==> config.mk <==
export PLATFORM = sky130hd
export DESIGN_NAME = escritor_framebuffer
export DESIGN_NICKNAME = d
export VERILOG_FILES = /design/src/rtl/escritor_framebuffer.sv
export SDC_FILE = /design/constraint.sdc
export NUM_CORES = 1
export LEC_CHECK = 0
export ABC_AREA = 1
export CAP_MARGIN = 25
export CORE_ASPECT_RATIO = 0.8
export CORE_MARGIN = 2
export CORE_UTILIZATION = 54
export CTS_CLUSTER_DIAMETER = 150
export DETAILED_ROUTE_END_ITERATION = 12
export GPL_ROUTABILITY_DRIVEN = 0
export PLACE_DENSITY = 0.81
export SETUP_SLACK_MARGIN = 0.1
export SYNTH_ARGS = -nofsm -noshare
export SYNTH_HDL_FRONTEND = slang
export SYNTH_SLANG_ARGS = --single-unit
export TNS_END_PERCENT = 10
==> constraint.sdc <==
create_clock -name clock -period 4.15 [get_ports clock]
set_clock_uncertainty 0.05 [all_clocks]
set_input_delay 0.83 -clock clock [delete_from_list [all_inputs] [get_ports clock]]
set_output_delay 0.83 -clock clock [all_outputs]
set_load 0.1 [all_outputs]
==> src/rtl/escritor_framebuffer.sv <==
// ---------------------------------------------------------------------------
// escritor_framebuffer
//
// Framebuffer write engine for the VGA path. A start pulse captures one packed
// word and a base address. The engine then writes the word's pixels, one per
// cycle, to consecutive framebuffer RAM addresses. The address wraps from
// MEM_DEPTH-1 back to 0. A one-cycle done pulse marks the end of a transfer.
//
// Parameters:
//   DATA_W    width of the packed input word (a multiple of PIXEL_W)
//   PIXEL_W   bits per pixel written to RAM
//   ADDR_W    framebuffer address width
//   MEM_DEPTH number of RAM words (2 .. 2**ADDR_W)
//
// Ports:
//   clock          system clock, rising edge
//   reset          synchronous, active-high reset
//   start          request to write one word (sampled only while idle)
//   dados_in       packed pixels, pixel 0 in the least significant bits
//   endereco_base  RAM address of pixel 0
//   data           pixel value to RAM
//   wraddress      RAM write address
//   wren           RAM write enable (data/wraddress valid only when high)
//   busy           high while writing and during the done cycle
//   done           one-cycle completion pulse
//
// Optional feature (macro TRANSPARENT_SKIP_EN):
//   When the macro is defined, all-zero pixels are treated as transparent.
//   For such a pixel, wren stays low, but the address and pixel counters still
//   advance, so transfer timing does not change.
// ---------------------------------------------------------------------------
module escritor_framebuffer #(
    parameter int DATA_W    = 32,
    parameter int PIXEL_W   = 1,
    parameter int ADDR_W    = 12,
    parameter int MEM_DEPTH = 4096
) (
    input  logic               clock,
    input  logic               reset,
    input  logic               start,
    input  logic [DATA_W-1:0]  dados_in,
    input  logic [ADDR_W-1:0]  endereco_base,
    output logic [PIXEL_W-1:0] data,
    output logic [ADDR_W-1:0]  wraddress,
    output logic               wren,
    output logic               busy,
    output logic               done
);

    localparam int                NPIX      = DATA_W / PIXEL_W;
    localparam int                CNT_W     = $clog2(NPIX) + 1;
    localparam logic [CNT_W-1:0]  LAST_PIX  = CNT_W'(NPIX - 1);
    localparam logic [ADDR_W-1:0] LAST_ADDR = ADDR_W'(MEM_DEPTH - 1);

    typedef enum logic [1:0] {
        IDLE  = 2'd0,
        WRITE = 2'd1,
        DONE  = 2'd2
    } state_t;

    state_t             state, state_next;
    logic [DATA_W-1:0]  shift_reg, shift_next;
    logic [ADDR_W-1:0]  addr_cnt, addr_next;
    logic [CNT_W-1:0]   pix_cnt, pix_next;
    logic [PIXEL_W-1:0] data_next;
    logic [ADDR_W-1:0]  wraddress_next;
    logic               wren_next, busy_next, done_next;

    logic               emit;
    logic               emit_visible;
    logic [PIXEL_W-1:0] emit_pixel;
    logic [ADDR_W-1:0]  emit_addr;

    // Compute the next address, wrapping at the end of the framebuffer.
    function automatic logic [ADDR_W-1:0] wrap_inc(input logic [ADDR_W-1:0] a);
        return (a == LAST_ADDR) ? '0 : a + ADDR_W'(1);
    endfunction

    // Next-state logic. All outputs are registered, so this block computes
    // the value every output takes after the next edge. Pixel 0 is issued on
    // the same edge that accepts start, so it appears one cycle after start.
    // addr_cnt tracks the address of the pixel being presented. It is kept
    // separate from wraddress because wraddress holds its value while a
    // transparent pixel is skipped.
    always_comb begin
        state_next     = state;
        shift_next     = shift_reg;
        addr_next      = addr_cnt;
        pix_next       = pix_cnt;
        data_next      = data;
        wraddress_next = wraddress;
        wren_next      = 1'b0;
        busy_next      = busy;
        done_next      = 1'b0;
        emit           = 1'b0;
        emit_visible   = 1'b0;
        emit_pixel     = '0;
        emit_addr      = '0;

        case (state)
            IDLE: begin
                busy_next = 1'b0;
                if (start) begin
                    state_next = WRITE;
                    busy_next  = 1'b1;
                    pix_next   = '0;
                    emit       = 1'b1;
                    emit_pixel = dados_in[PIXEL_W-1:0];
                    emit_addr  = endereco_base;
                    shift_next = dados_in >> PIXEL_W;
                end
            end
            WRITE: begin
                if (pix_cnt == LAST_PIX) begin
                    state_next = DONE;
                    done_next  = 1'b1;
                end else begin
                    pix_next   = pix_cnt + CNT_W'(1);
                    emit       = 1'b1;
                    emit_pixel = shift_reg[PIXEL_W-1:0];
                    emit_addr  = wrap_inc(addr_cnt);
                    shift_next = shift_reg >> PIXEL_W;
                end
            end
            DONE: begin
                state_next = IDLE;
                busy_next  = 1'b0;
            end
            default: begin
                state_next = IDLE;
                busy_next  = 1'b0;
            end
        endcase

`ifdef TRANSPARENT_SKIP_EN
        emit_visible = (emit_pixel != '0);
`else
        emit_visible = 1'b1;
`endif

        // The address always advances. data and wraddress update only on a
        // real write, so they hold their last values whenever wren is low.
        if (emit) begin
            addr_next = emit_addr;
            if (emit_visible) begin
                wren_next      = 1'b1;
                data_next      = emit_pixel;
                wraddress_next = emit_addr;
            end
        end
    end

    // State and output registers. Reset aborts any transfer in progress
    // without pulsing done.
    always_ff @(posedge clock) begin
        if (reset) begin
            state     <= IDLE;
            shift_reg <= '0;
            addr_cnt  <= '0;
            pix_cnt   <= '0;
            data      <= '0;
            wraddress <= '0;
            wren      <= 1'b0;
            busy      <= 1'b0;
            done      <= 1'b0;
        end else begin
            state     <= state_next;
            shift_reg <= shift_next;
            addr_cnt  <= addr_next;
            pix_cnt   <= pix_next;
            data      <= data_next;
            wraddress <= wraddress_next;
            wren      <= wren_next;
            busy      <= busy_next;
            done      <= done_next;
        end
    end

endmodule
# Word-level counts from Yosys, hierarchy flattened
# Cells that the tools add are included.
word_totals:
  register_bits: 56
  out_inout_bits: 16
  word_cells: 44
op_classes:
  add_sub_neg: 2
  n_eq_ne: 6
  muxes: 22
  bitwise: 1
  n_reduce_logical: 5
op_table:
  columns: ["operator", "count"]
  rows:
  - ["$mux 32", 2]
  - ["$pmux 32 s2", 1]
  - ["$mux 12", 3]
  - ["$pmux 12 s2", 1]
  - ["$add 12x1->12 const B", 1]
  - ["$eq 12x12->1 const B", 1]
  - ["$mux 6", 2]
  - ["$pmux 6 s2", 1]
  - ["$add 6x1->6 const B", 1]
  - ["$eq 6x5->1 const B", 1]
  - ["$mux 1", 6]
  - ["$ne 2x2->1 const B", 3]
  - ["$pmux 1 s2", 3]
  - ["$mux 2", 2]
  - ["$pmux 2 s2", 1]
  - ["$reduce_and 3->1", 1]
  - ["$eq 2x1->1 const B", 1]
  - ["$logic_not 2->1", 1]
  - ["$reduce_and 2->1", 1]
  - ["$reduce_bool 2->1", 1]
  - ["$reduce_or 2->1", 1]
  - ["$not 1->1", 1]

# Depth between registers and ports, before layout
depth:
  depth_word: 4
  ltp_mapped: 9
  mapped_depth_nobuf: 9

# Worst setup path after synthesis
# Ideal clock, no wire load.
synth_path:
  kind: "register to register"
  start: "register addr_cnt[1]"
  end: "register addr_cnt[11]"
  setup_time_ns: 0.112
  arrival_time_ns: 2.056
  path_slack_ns: 1.932
  stages_incl_launch_ff: 9
  synth_period_minus_slack_ns: 2.218
  path_cell_list: "dfxtp_1 > ha_1 > nand3_1 > nor2_1 > nand4_1 > nand2_1 > nor2_1 > nand2_1 > nand2_1"
synth_via:
  elab_chain_cells: 4
synth_rtl:
  columns: ["item", "line_no", "rtl"]
  rows:
  - ["start, declared", "63", "logic [ADDR_W-1:0] addr_cnt, addr_next;"]
  - ["start signal, assigned", "169", "addr_cnt <= addr_next;"]
  - ["$add 12x1->12 / $eq 12x12->1 (equally long branches)", "76", "return (a == LAST_ADDR) ? '0 : a + ADDR_W'(1);"]
  - ["$mux 12 (*)", "76", null]
  - ["$mux 12 (*)", "114", "if (pix_cnt == LAST_PIX) begin"]
  - ["$pmux 12 s2 (*)", "100", "case (state)"]
# Mark *: on every way between the ends. The rest lies on a longest branch, timed or not.
# A chain may end at the register's enable or synchronous reset.

==> metrics.cfg <==
[sta]
slew_headroom_pct = 34.17
grt_setup_unrepaired = no
slew_violations = 0
min_period_ns = 2.827
setup_viol = 0
tightest_slew_ns = 0.9843
hold_violations = 0
finalCritPeriodShare_pct = 68.11
fmax_ghz = 0.3538
setup-tns-final_ns = 0

[setup_path]
rrSetupSlack_ns = 1.52
crit_slowest_cell = clkdlybuf4s50_1
r2r-end = addr_cnt[11]
arrival_ns = 1.95
rr_worst_depth = 8
cp_max_fo = 7
cp-end-kind = output port
max_stage_delay_ns = 1.19
path_delay_family = buffers and inverters
path_buf_inv = 1
crit_path_start_kind = flop
crit_chain = clkdlybuf4s50_1
cp.required_ns = 3.27
crit_type = flop to output port
r2r-start = state[0]

[yosys]
avgSynthCellArea_um2 = 6.328
seq_area_frac_synth_pct = 38.58
yosysTopAreaCell = dfxtp_1
ys_top_cells_by_area = dfxtp_1 (39%), nand2_1 (19%), nor2_1 (12%)
synth_edf_count = 0
synth.distinct_cells = 26
ys.flop_type = dfxtp_1
synth_nets = 500
yosys_warnings = 0
async_flop_share_pct = 0
synth_top_area_share_pct = 38.58
synth_cells = 451
synth_area_mm2 = 0.002854
synth-seq-cells = 55

[grt]
grtUsageTotal_pct = 23.82
antenna_found_initial = 0
grt_max_degree = 47
grt-ovfl-total = 0
grt_pass1_wl_um = 11750
grt_pass1_vias = 2680

[clock_network]
root_buffer = clkbuf_8
cts_buffers = 5
post_cts_buffers = 0
htree_levels = 2
path_clk_slew_ns = 0.09
cts_resized = 0
cts_tree = yes
clockBufferDepth = 2
cts.sinks = 55
clock_latency_ns = 0.30
hold_buffers = 0

[floorplanning]
core_mm2 = 0.005065
die_h_um = 69.03
ios = 63
die_w_um = 85.28
num_rows = 23
fp.dieArea_mm2 = 0.005886
start_util_pct = 56.35

[cells_and_area]
drive_above_1_share_pct = 4.970
layout.nets = 551
largest_register_ffs = 31
area_delta_synth_final_pct = 23.50
antenna_cells = 0
design_area_mm2 = 0.003525

[hold_path]
hold_path_depth = 2
holdPathEnd = shift_reg[30]
min-delay-start = shift_reg[30]
min_path_type = flop to flop

[job]
cap_violations = 0

[power]
pwr_density_cell_mw_per_mm2 = 343.9
cellLeakagePower_nw = 1.596
p_total_mw = 1.212
vdd_ir_drop_max_v = 0.0002345

[route]
drc = 0
dr.pass1.iters = 4
vias_per_cell = 5.028
drt-total-wl_um = 6673
wl_per_cell_um = 11.81
first_iter_violations = 225
vias = 2841
ant_nets = 0

[status]
status = complete, no violations

[placed_design]
numPortBuffers = 62
post_dp_cell_area_mm2 = 0.003443
dp_hpwl_um = 4520

[final cells by class]
type | count | area, µm²
clock buffer | 7 | 76.32
clock inverter | 1 | 5.005
fill | 456 | 1540
inverter | 35 | 136.4
multi-input combinational | 342 | 1500
sequential | 55 | 1101
tap | 62 | 77.57
timing repair buffer | 63 | 628.1
[power breakdown]
part	leakage (nW)	total (mW)	internal, mW	switching (mW)
Combinational	1.10	0.326	0.111	0.215
Sequential	0.454	0.603	0.574	0.0293
Clock	0.0422	0.283	0.119	0.164
[cells in the mapped netlist, types with 2 or more instances]
| cell | number |
|---|---|
| nand2_1 | 148 |
| nor2_1 | 89 |
| dfxtp_1 | 55 |
| o21ai_0 | 42 |
| inv_1 | 34 |
| nand3_1 | 20 |
| clkbuf_1 | 11 |
| nor2_2 | 11 |
| a21oi_1 | 8 |
| nand4_1 | 7 |
| buf_6 | 4 |
| nor3_1 | 3 |
| xor2_1 | 3 |
| clkbuf_2 | 2 |
| ha_1 | 2 |
| or2_2 | 2 |
[metrics by stage]
stage	setup WS (ns)	util (%)	hold slack (ns)	cells
final	1.323	69.59	0.4197	565
after global routing	1.252	69.59	0.4462	565
after CTS	1.324	69.59	0.4212	565
after global placement	1.141	67.98	0.4038	557
after detailed placement	1.112	67.98	0.4070	557
after floorplan	1.932	-	0.3892	451
[cells in the final DEF (no fill, tap or decap)]
cell             instances
a211oi_1                 1
a21oi_1                  8
buf_4                    1
clkbuf_1                 2
clkbuf_8                 5
clkdlybuf4s50_1         62
clkinv_2                 1
dfxtp_1                 55
ha_1                     2
inv_1                   34
inv_6                    1
nand2_1                148
nand2_4                  1
nand3_1                 20
nand3_2                  1
nand4_1                  7
nor2_1                  89
nor2_2                  11
nor2_4                   1
nor3_1                   3
o211ai_1                 1
o21ai_0                 42
o21ai_1                  1
o21ai_4                  1
or2_2                    2
xor2_1                   3
[worst max path at each step]
stage	from	to	slack [ns]	depth (start not counted)
3_5_place_dp	start	data	1.11	6
3_3_place_gp	start	data	1.14	6
4_1_cts	addr_cnt[3]	wraddress[3]	1.32	1
2_1_floorplan	addr_cnt[1]	addr_cnt[11]	1.93	8
6_report	addr_cnt[3]	wraddress[3]	1.32	1
5_1_grt	state[0]	addr_cnt[8]	1.25	8
[kinds of logic after synthesis]
| family | synth area share [%] |
|---|---|
| xor+xnor | 0.9208 |
| fa+ha+maj | 0.8767 |
| compound gates | 10.04 |
| flops | 38.58 |
| simple gates | 40.73 |
| buf+inv | 8.855 |
[metal layers]
layer	share of wire, %	vias to the layer above	wire (µm)	global-route usage, %
li1	-	1506	-	-
met2	45	74	3009	38.54
met4	0.97	0	65	6.526
met1	48	1252	3208	32.58
met3	5.8	9	389	4.431
met5	0	-	0	0
(Power assumes the default switching activity.)
